[src/rtl/mbc_pkg.sv]
// mbc_pkg: shared hold-state type, default 100 MHz timing and lowest-set-bit helper
package mbc_pkg;
  typedef enum logic [1:0] {IDLE, HELD, LONG} hold_st_t;
  localparam int DEB_DEF = 16;
  localparam int LONG_DEF = 50_000_000;
  localparam int REPEAT_DEF = 10_000_000;
  function automatic int lsb_idx(input logic [15:0] v);
    lsb_idx = 0;
    for (int i = 15; i >= 0; i--) if (v[i]) lsb_idx = i;
  endfunction
endpackage

[src/rtl/multi_button_ctrl_channel.sv]
// btn_channel: synchronise, debounce, edge-detect and hold-time one button
module btn_channel
  import mbc_pkg::*;
#(
  parameter int DEB_CYCLES = DEB_DEF,
  parameter int LONG_CYCLES = LONG_DEF,
  parameter int REPEAT_CYCLES = REPEAT_DEF
) (
  input  logic clk,
  input  logic rst,
  input  logic button,
  output logic state,
  output logic press,
  output logic release_pulse,
  output logic long_press,
  output logic repeat_pulse
);
  localparam int DW = $clog2(DEB_CYCLES) < 1 ? 1 : $clog2(DEB_CYCLES);
  localparam int HMAX = LONG_CYCLES > REPEAT_CYCLES ? LONG_CYCLES : REPEAT_CYCLES;
  localparam int HW = $clog2(HMAX) < 1 ? 1 : $clog2(HMAX);
  logic [1:0] sync;
  logic synced;
  logic [DW-1:0] cnt;
  logic state_d;
  hold_st_t hs, hs_n;
  logic [HW-1:0] hc, hc_n;
  assign synced = sync[1];
  always_ff @(posedge clk or posedge rst)
    if (rst) begin
      sync <= '0;
      cnt <= '0;
      state <= 1'b0;
      state_d <= 1'b0;
      press <= 1'b0;
      release_pulse <= 1'b0;
      hs <= IDLE;
      hc <= '0;
    end else begin
      sync <= {sync[0], button};
      cnt <= (synced == state || cnt == DW'(DEB_CYCLES - 1)) ? '0 : cnt + 1'b1;
      state <= (synced != state && cnt == DW'(DEB_CYCLES - 1)) ? synced : state;
      state_d <= state;
      press <= state & ~state_d;
      release_pulse <= ~state & state_d;
      hs <= hs_n;
      hc <= hc_n;
    end
  always_comb begin
    hs_n = hs;
    hc_n = (&hc) ? hc : hc + 1'b1;
    long_press = 1'b0;
    repeat_pulse = 1'b0;
    if (release_pulse) begin
      hs_n = IDLE;
      hc_n = '0;
    end else
      case (hs)
        IDLE: begin
          hs_n = press ? HELD : IDLE;
          hc_n = '0;
        end
        HELD:
          if (hc == HW'(LONG_CYCLES - 1)) begin
            long_press = 1'b1;
            hs_n = LONG;
            hc_n = '0;
          end
        LONG:
          if (REPEAT_CYCLES == 0) hc_n = hc;
          else if (hc == HW'(REPEAT_CYCLES - 1)) begin
            repeat_pulse = 1'b1;
            hc_n = '0;
          end
        default: begin
          hs_n = IDLE;
          hc_n = '0;
        end
      endcase
  end
endmodule

[src/rtl/multi_button_ctrl.sv]
// multi_button_ctrl: N debounced button channels with priority capture of the switch bus
module multi_button_ctrl
  import mbc_pkg::*;
#(
  parameter int N_BTN = 5,
  parameter int DATA_W = 8,
  parameter int DEB_CYCLES = DEB_DEF,
  parameter int LONG_CYCLES = LONG_DEF,
  parameter int REPEAT_CYCLES = REPEAT_DEF,
  parameter int ID_W = N_BTN > 1 ? $clog2(N_BTN) : 1
) (
  input  logic              clk,
  input  logic              rst,
  input  logic [N_BTN-1:0]  button,
  input  logic [DATA_W-1:0] switch,
  output logic [N_BTN-1:0]  state,
  output logic [N_BTN-1:0]  press,
  output logic [N_BTN-1:0]  release_pulse,
  output logic [N_BTN-1:0]  long_press,
  output logic [N_BTN-1:0]  repeat_pulse,
  output logic              valid,
  output logic [DATA_W-1:0] data,
  output logic [ID_W-1:0]   btn_id,
  output logic              collision
);
  for (genvar i = 0; i < N_BTN; i++) begin : g_ch
    btn_channel #(
      .DEB_CYCLES(DEB_CYCLES),
      .LONG_CYCLES(LONG_CYCLES),
      .REPEAT_CYCLES(REPEAT_CYCLES)
    ) u_ch (
      .clk(clk),
      .rst(rst),
      .button(button[i]),
      .state(state[i]),
      .press(press[i]),
      .release_pulse(release_pulse[i]),
      .long_press(long_press[i]),
      .repeat_pulse(repeat_pulse[i])
    );
  end
  always_ff @(posedge clk or posedge rst)
    if (rst) begin
      valid <= 1'b0;
      data <= '0;
      btn_id <= '0;
      collision <= 1'b0;
    end else begin
      valid <= |press;
      collision <= (press & (press - 1'b1)) != '0;
      if (|press) begin
        data <= switch;
        btn_id <= ID_W'(lsb_idx(16'(press)));
      end
    end
endmodule

[config.mk]
export PLATFORM = sky130hd
export DESIGN_NAME = multi_button_ctrl
export DESIGN_NICKNAME = d
export VERILOG_FILES = /design/src/rtl/mbc_pkg.sv /design/src/rtl/multi_button_ctrl_channel.sv /design/src/rtl/multi_button_ctrl.sv
export SDC_FILE = /design/constraint.sdc
export NUM_CORES = 1
export LEC_CHECK = 0
export CORE_MARGIN = 2
export CORE_UTILIZATION = 60
export CTS_CLUSTER_DIAMETER = 50
export CTS_CLUSTER_SIZE = 20
export DETAILED_ROUTE_END_ITERATION = 8
export MAX_ROUTING_LAYER = met4
export PLACE_DENSITY = 0.79
export SLEW_MARGIN = 20
export SYNTH_ARGS = -nofsm -noshare
export SYNTH_HDL_FRONTEND = slang
export SYNTH_SLANG_ARGS = --single-unit
[constraint.sdc]
create_clock -name clk -period 7.8 [get_ports clk]
set_input_delay 1.56 -clock clk [delete_from_list [all_inputs] [get_ports clk]]
set_output_delay 1.56 -clock clk [all_outputs]
set_load 0.005 [all_outputs]
* Word level (Yosys, flattened, before mapping)
Cells that the tools add are included.
** Word-level totals
- Flip-flop bits (word level) :: 203
- Output and inout port bits :: 38
- Logic and storage cells :: 233
** Operators by class
- Add/sub/neg operators :: 11
- Equality and inequality tests :: 45
- Multiplexer cells :: 85
- Bitwise gates (word level) :: 21
- Reduce and logical (&&, ||, !) cells :: 27
** Operator list (number)
- $mux W26 :: 20
- $pmux W26 S2 :: 5
- $add A26 B1 Y26 const B :: 5
- $eq A26 B24 Y1 const B :: 5
- $eq A26 B26 Y1 const B :: 5
- $reduce_and A26 Y1 :: 5
- $mux W1 :: 35
- $pmux W2 S3 :: 5
- $add A4 B1 Y4 const B :: 5
- $eq A4 B4 Y1 const B :: 5
- $mux W2 :: 10
- $mux W4 :: 5
- $mux W3 :: 5
- $ne A3 B1 Y1 const B :: 5
- $and A1 B1 Y1 :: 10
- $eq A2 B1 Y1 const B :: 5
- $eq A2 B2 Y1 const B :: 5
- $logic_not A2 Y1 :: 5
- $ne A2 B1 Y1 const B :: 5
- $not A1 Y1 :: 10
- $reduce_and A2 Y1 :: 5
- $and A5 B5 Y5 :: 1
- $eq A1 B1 Y1 :: 5
- $logic_and A1 B1 Y1 :: 5
- 5 further kinds :: 13

* Logic depth before layout (Yosys ltp)
Gate-level depths: netlist of run 1.
- Depth in word-level cells :: 5
- Depth in mapped cells :: 8
- Depth with buffers taken out :: 6

* Modules after synthesis
From an unflattened synthesis of run 1, not the netlist that was laid out.
** Unflattened totals
- Cells, all modules :: 1095
- Area, all modules :: 10951.8 sq um
** Modules (own cells, without submodules)
- btn_channel (g_ch[0].u_ch ...) :: times used 4, cells an instance 212, area an instance 2090.8 sq um, sequential area each 950.9 sq um
- btn_channel (g_ch[4].u_ch) :: times used 1, cells an instance 209, area an instance 2062.0 sq um, sequential area each 950.9 sq um
- multi_button_ctrl :: times used 1, cells an instance 38, area an instance 526.8 sq um, sequential area each 325.3 sq um

* Worst setup path before layout of run 1
Ideal clock, no wire load.
- Path type :: flip-flop to output port
- From :: register g_ch[2].u_ch.hc[3]
- To :: output port long_press[2]
- Arrival time :: 1794 ps
- Required time :: 6240 ps
- Setup slack :: 4446 ps
- Cell stages (with the launch flop) :: 7
- Buffers on the path :: 2
- Path through :: dfrtp_1 -> and4_1 -> clkbuf_1 -> nand4_1 -> or4_1 -> nor3b_1 -> buf_4
** Between the ends
- Longest elaborated chain between the ends :: 4
** Ends and longest elaborated chain
- start, declared :: RTL line multi_button_ctrl_channel.sv:26 : logic [HW-1:0] hc, hc_n;
- start signal, assigned :: RTL line multi_button_ctrl_channel.sv:46 : hc <= hc_n;
- $eq A26 B26 Y1 :: RTL line multi_button_ctrl_channel.sv:63 : if (hc == HW'(LONG_CYCLES - 1)) begin
- $mux W1 :: RTL line multi_button_ctrl_channel.sv:63
- $mux W1 :: RTL line multi_button_ctrl_channel.sv:57 : case (hs)
- $mux W1 :: RTL line multi_button_ctrl_channel.sv:53 : if (release_pulse) begin
- end, declared :: RTL line multi_button_ctrl.sv:19 : output logic [N_BTN-1:0] long_press,
Every way passes these cells.

* Final worst setup path of run 1
- From :: register g_ch[2].u_ch.hc[0]
- To :: output port long_press[2]
Same word-level chain as after synthesis.

==> flow_summary.ini, run 1 <==
[run_status]
status = complete, no violations

[clock_tree]
cts_resized = 0
post_cts_buffers = 0
numCtsBuffers = 21
postCtsHoldBufs = 0
clkTransAtPathRegs_ns = 0.07
clock_sinks = 203
cts_buffer_depth = 3
cts_htree_levels = 1
clock_latency_ns = 0.50
cts_tree = done
clockRootBuffer = clkbuf_16

[die]
initial_core_util_pct = 61.70
top_level_ports = 53
rows = 48
die_h_um = 137.8
die_area_um2 = 19000
fp.dieW_um = 137.8
core-area_um2 = 17420

[logic_synthesis]
synth.cell_area_um2 = 10750
synth_seq_cells = 203
yosysUniqueCellTypes = 61
synth_fp_nets = 1156
synth_edf_count = 0
syn_area_per_cell_um2 = 9.628
synth-async-reset-ratio_pct = 100.0
ys.flop_type = dfrtp_1
syn-instance-count = 1116
ys_seq_area_share_pct = 47.28
yosysWarnings = 0

[setup_path]
path_max_fanout = 5
required_ns = 6.24
worst_r2r_path_depth = 6
setup.worst_path.start_class = flip-flop
critical_path_class = reg -> out
worstPathArrival_ns = 2.94
cp_slowest_cell = or4_1
reg2reg_to = g_ch[2].u_ch.hc[24]$_DFF_PP0_
crit_chain = ha_1 > and2_1 > nand4_1 > or4_1 > nor3b_1 > clkdlybuf4s50_1
critPathLaunch = g_ch[2].u_ch.hc[0]$_DFF_PP0_
ff2ff_setup_slack_ns = 4.92
endpoint_kind = primary output
rr_startpoint = g_ch[2].u_ch.hc[0]$_DFF_PP0_
max_stage_delay_ns = 0.59

[hold_path]
hold_end = g_ch[1].u_ch.sync[1]$_DFF_PP0_
hold_start = g_ch[1].u_ch.sync[0]$_DFF_PP0_
hold_depth = 0
hp-class = reg -> reg

[sta]
worst_pin_slew_ns = 1.145
rsz0062_at_grt = no
slew_viol_final = 0
relSlewSlack_pct = 22.98
layout_min_cycle_time_ns = 4.499
fin_crit_sh_pct = 57.68
fmax_mhz = 222.3
setup_violations = 0
fin_setup_tns_ns = 0
hold_viol_final = 0
skew_ns = 0.01967
hold_ws_ns = 0.3584

[grt]
grt_max_degree = 132
grt_pass1_wl_mm = 38.31
overflow = 0
grt_pass1_vias = 8082
grt.total_usage_pct = 25.34
antenna_found_initial = 0

[power]
ir_worst_vdd_v = 0.0001999
p_leak_nw = 4.480
power_density_nw_per_um2 = 180.6

[run]
cap_violations = 0

[finish]
final_nets = 1175
final_cell_mix = dfrtp_1, nor2_1, xnor2_1
mostFrequentLayoutCell = dfrtp_1
drive_above_1_share_pct = 5.918
n_antenna_cell = 0
finalCoreUtilization_pct = 68.94
area_growth_pct = 11.74

[routing]
wl_per_cell_um = 16.44
via_count = 8469
firstDrtPassIters = 5
drtIter0Drc = 616
drc = 0
wl_mm = 22.58
via_per_inst = 6.164
postRouteAntennaNets = 0

[placement]
gp_congestion = 0.9463
numPortBuffers = 52
dp_hpwl_mm = 15.25
-- logic make-up (layout without fill, tap and decap cells) --
kind of cell	after synthesis	in the layout	share of synthesized area, %
compound gates	183	183	10.90
flops	203	203	47.28
fa+ha+maj	26	26	3.004
mux	19	19	1.921
xor+xnor	78	78	6.358
buf+inv	102	135	4.611
simple gates	505	505	25.93
-- Yosys cell counts, types with 8 or more instances --
master	count	area [µm²]
buf_2	15	75.07
nand4_1	35	219.0
or3_1	27	168.9
inv_1	37	138.9
nor4b_1	10	87.58
nor2_1	103	386.6
o31ai_1	22	165.2
a31oi_1	8	50.05
and4_1	22	192.7
dfrtp_1	203	5080
and3_1	15	93.84
xnor2_1	69	604.3
and2_1	10	62.56
clkbuf_1	24	90.09
o21ai_0	24	120.1
nor4_1	26	162.7
a211oi_1	24	180.2
ha_1	25	312.8
nor3_1	56	280.3
a21oi_1	65	325.3
nor2b_1	14	87.58
or4_1	27	202.7
mux2_2	13	146.4
buf_4	25	187.7
xor2_1	9	78.83
a311oi_1	9	78.83
nand3_1	54	270.3
nand2_1	67	251.5
nand2b_1	10	62.56
-- report_power, final --
group	switching, mW	internal [mW]
clock	0.438	0.607
combinational	0.0311	0.0209
sequential	0.00776	1.06
total	0.477	1.69
-- worst max-delay path: cells and delay by family (launching register included) --
kind | cells | cell delay [ns]
flops | 1 | 0.39
fa+ha+maj | 1 | 0.22
simple gates | 4 | 1.29
buf+inv | 1 | 0.55
-- area by class of cell --
class	count	area [µm²]
clock buffer	27	578.1
clock inverter	10	155.1
fill	1339	5410
inverter	37	146.4
multi-input combinational	811	5170
sequential	203	5080
tap	225	281.5
timing repair buffer	61	595.6
-- per-layer routing --
layer,share of wire (%),global-route usage [%],vias up
li1,-,-,4094
met1,45,33.72,4109
met2,48,41.16,227
met3,4.7,3.937,39
met4,2.0,6.293,0
met5,0,-,-
-- stage by stage --
step / setup WS (ns) / power (mW) / cells / area, µm²
finish: 3.301 / 2.169 / 1374 / 12010
global route: 3.117 / 2.246 / 1374 / 12010
CTS: 3.308 / 2.195 / 1374 / 12010
detailed placement: 3.854 / 1.146 / 1337 / 11270
global placement: 3.947 / 1.143 / 1336 / 11260
floorplan: 0.7009 / 1.122 / 1116 / 10750
-- state kept, by name, summed over array words and instances (netlist names) --
| name | cells |
|---|---|
| collision | 1 |
| valid | 1 |
| g_ch.u_ch.state | 5 |
| g_ch.u_ch.sync | 10 |
| g_ch.u_ch.hs | 10 |
| g_ch.u_ch.state_d | 5 |
| g_ch.u_ch.hc | 130 |
| data | 8 |
| g_ch.u_ch.press | 5 |
| g_ch.u_ch.release_pulse | 5 |
| btn_id | 3 |
| g_ch.u_ch.cnt | 20 |
-- worst max-delay path by stage --
stage | slack [ns] | depth (start not counted) | endpoint
final | 3.30 | 6 | long_press[2]
after detailed placement | 3.85 | 6 | long_press[2]
after global placement | 3.95 | 6 | long_press[2]
after floorplan | 0.70 | 1 | btn_id[0]$_DFFE_PP0P_
after global routing | 3.12 | 6 | long_press[2]
after CTS | 3.31 | 6 | long_press[2]
No activity file was read; power rests on OpenSTA's default activity.
==> run 2: changes to the inputs <==
CORE_UTILIZATION = 55   (was 60)
PLACE_DENSITY = 0.77   (was 0.79)
clock period = 3.63 ns   (was 7.8 ns; I/O delays follow)
==> flow_summary.ini, run 2 (same netlist as run 1, synthesis figures left out) <==
[grt]
use_met2_pct = 36.99
use_met1_pct = 31.54
antenna_found_initial = 0
grt_pass1_wl_mm = 38.58
grt.total_usage_pct = 23.29
overflow = 0
grt.met3_usage_pct = 3.499
grt_max_degree = 50
grt_pass1_vias = 7996
busiest_layer = met2

[clock_tree]
cts_buffer_depth = 3
clock_latency_ns = 0.51
postCtsHoldBufs = 0
cts_tree = done
clock_sinks = 203
clkTransAtPathRegs_ns = 0.07
cts_htree_levels = 1
clockRootBuffer = clkbuf_16
numCtsBuffers = 22

[die]
die_area_um2 = 20670
initial_core_util_pct = 55.57
die_h_um = 143.8
top_level_ports = 53
fp.dieW_um = 143.8
core-area_um2 = 19330
rows = 51

[routing]
via_per_inst = 5.969
wl_per_cell_um = 16.05
firstDrtPassIters = 5
drtIter0Drc = 591
drc = 0
wl_mm = 22.89
postRouteAntennaNets = 0
via_count = 8512

[run]
cap_violations = 0

[sta]
layout_min_cycle_time_ns = 3.544
setup_slack_ns = 0.08556
fmax_mhz = 282.1
hold_viol_final = 0
relSlewSlack_pct = 32.39
fin_setup_tns_ns = 0
worst_pin_slew_ns = 1.014
fin_crit_sh_pct = 97.64
rsz0062_at_grt = yes
setup_violations = 0
skew_ns = 0.01064
hold_ws_ns = 0.3502
slew_viol_final = 0

[finish]
finalNonFillerCells = 1426
mostFrequentLayoutCell = dfrtp_1
top_regs = g_ch.u_ch.hc x130, g_ch.u_ch.cnt x20
seq_area_um2 = 5080
area_growth_pct = 13.55
final_cell_mix = dfrtp_1, nor2_1, xnor2_1
final_nets = 1185
multiInputGateArea_um2 = 5195
n_antenna_cell = 0
largest_register_ffs = 130
fill_cells = 1582
drive_above_1_share_pct = 7.666
top_register = g_ch.u_ch.hc

[placement]
numPortBuffers = 52
place_inst = 1385
pre_cts_ws_ns = 0.5484
gp_congestion = 0.9348
dp_hpwl_mm = 15.59

[run_status]
status = complete, no violations

[setup_path]
ff2ff_setup_slack_ns = 0.82
required_ns = 2.90
setup.worst_path.start_class = flip-flop
endpoint_kind = primary output
worst_r2r_path_depth = 6
critical_path_class = reg -> out
worstPathArrival_ns = 2.82
path_max_fanout = 6

[power]
ir_worst_vdd_v = 0.0003899
total_power_mw = 4.676
power_density_nw_per_um2 = 383.2
p_leak_nw = 4.537

[hold_path]
hold_depth = 0
hp-class = reg -> reg
==> run 2: changes by cell type in the layout (fill, tap and decap cells not counted), moves of 3 or more <==
cell        before  now
clkbuf_1         3    0
clkinvlp_4       0    4
nor4_2           2    5
clkinv_2         0    3
buf_12           0    4
buf_4            8   14
nor4_1          26   23
==> run 2: worst paths after layout <==
check,startpoint,end
max,g_ch[2].u_ch.hc[16]$_DFF_PP0_,long_press[2]
min,g_ch[4].u_ch.sync[0]$_DFF_PP0_,g_ch[4].u_ch.sync[1]$_DFF_PP0_
max reg2reg,g_ch[2].u_ch.hc[16]$_DFF_PP0_,g_ch[2].u_ch.hc[3]$_DFF_PP0_
min reg2reg,g_ch[4].u_ch.sync[0]$_DFF_PP0_,g_ch[4].u_ch.sync[1]$_DFF_PP0_
max in group asynchronous,rst,g_ch[0].u_ch.hc[9]$_DFF_PP0_
min in group asynchronous,rst,g_ch[0].u_ch.sync[0]$_DFF_PP0_
==> run 2: per-stage QoR <==
step | utilization [%] | area, µm²
after floorplan | - | 10750
after global placement | 59.08 | 11420
after detailed placement | 59.08 | 11420
after CTS | 62.97 | 12180
after global routing | 63.11 | 12200
final | 63.11 | 12200
==> run 2: report_power, final <==
group / switching (mW) / leakage [nW] / total (mW) / internal, mW
sequential: 0.0164 / 2.78 / 2.30 / 2.29
clock: 1.01 / 0.360 / 2.25 / 1.24
combinational: 0.0689 / 1.39 / 0.122 / 0.0535
total: 1.09 / 4.54 / 4.68 / 3.58
==> run 2: critical path, cell delays in order (launching register included) <==
cell,delay (ns)
dfrtp_1,0.44
nor4b_1,0.33
nand4_1,0.22
or4_1,0.58
nor3b_1,0.21
clkdlybuf4s50_1,0.53
==> run 2: area by class of cell <==
cell class,count,area share (%)
clock buffers,25,4.943
clock inverters,15,1.179
inverters,37,1.169
multi-input cells,811,42.58
flip-flops and latches,203,41.63
well taps,265,2.717
repair buffers,70,5.783
==> run 2: timing repair <==
action / 4_1_cts / 5_1_grt
gates cloned: 0 / 0
pin swaps: 0 / 0
setup endpoints to repair: 1 / 3
setup buffers: 0 / 1
resized for setup: 1 / 5
==> run 2: per-layer routing <==
layer | vias up | share of wire (%) | wire length (µm)
li1 | 4135 | - | -
met3 | 39 | 4.5 | 1037
met2 | 215 | 48 | 11080
met5 | - | 0 | 0
met4 | 0 | 2.2 | 507
met1 | 4123 | 45 | 10260
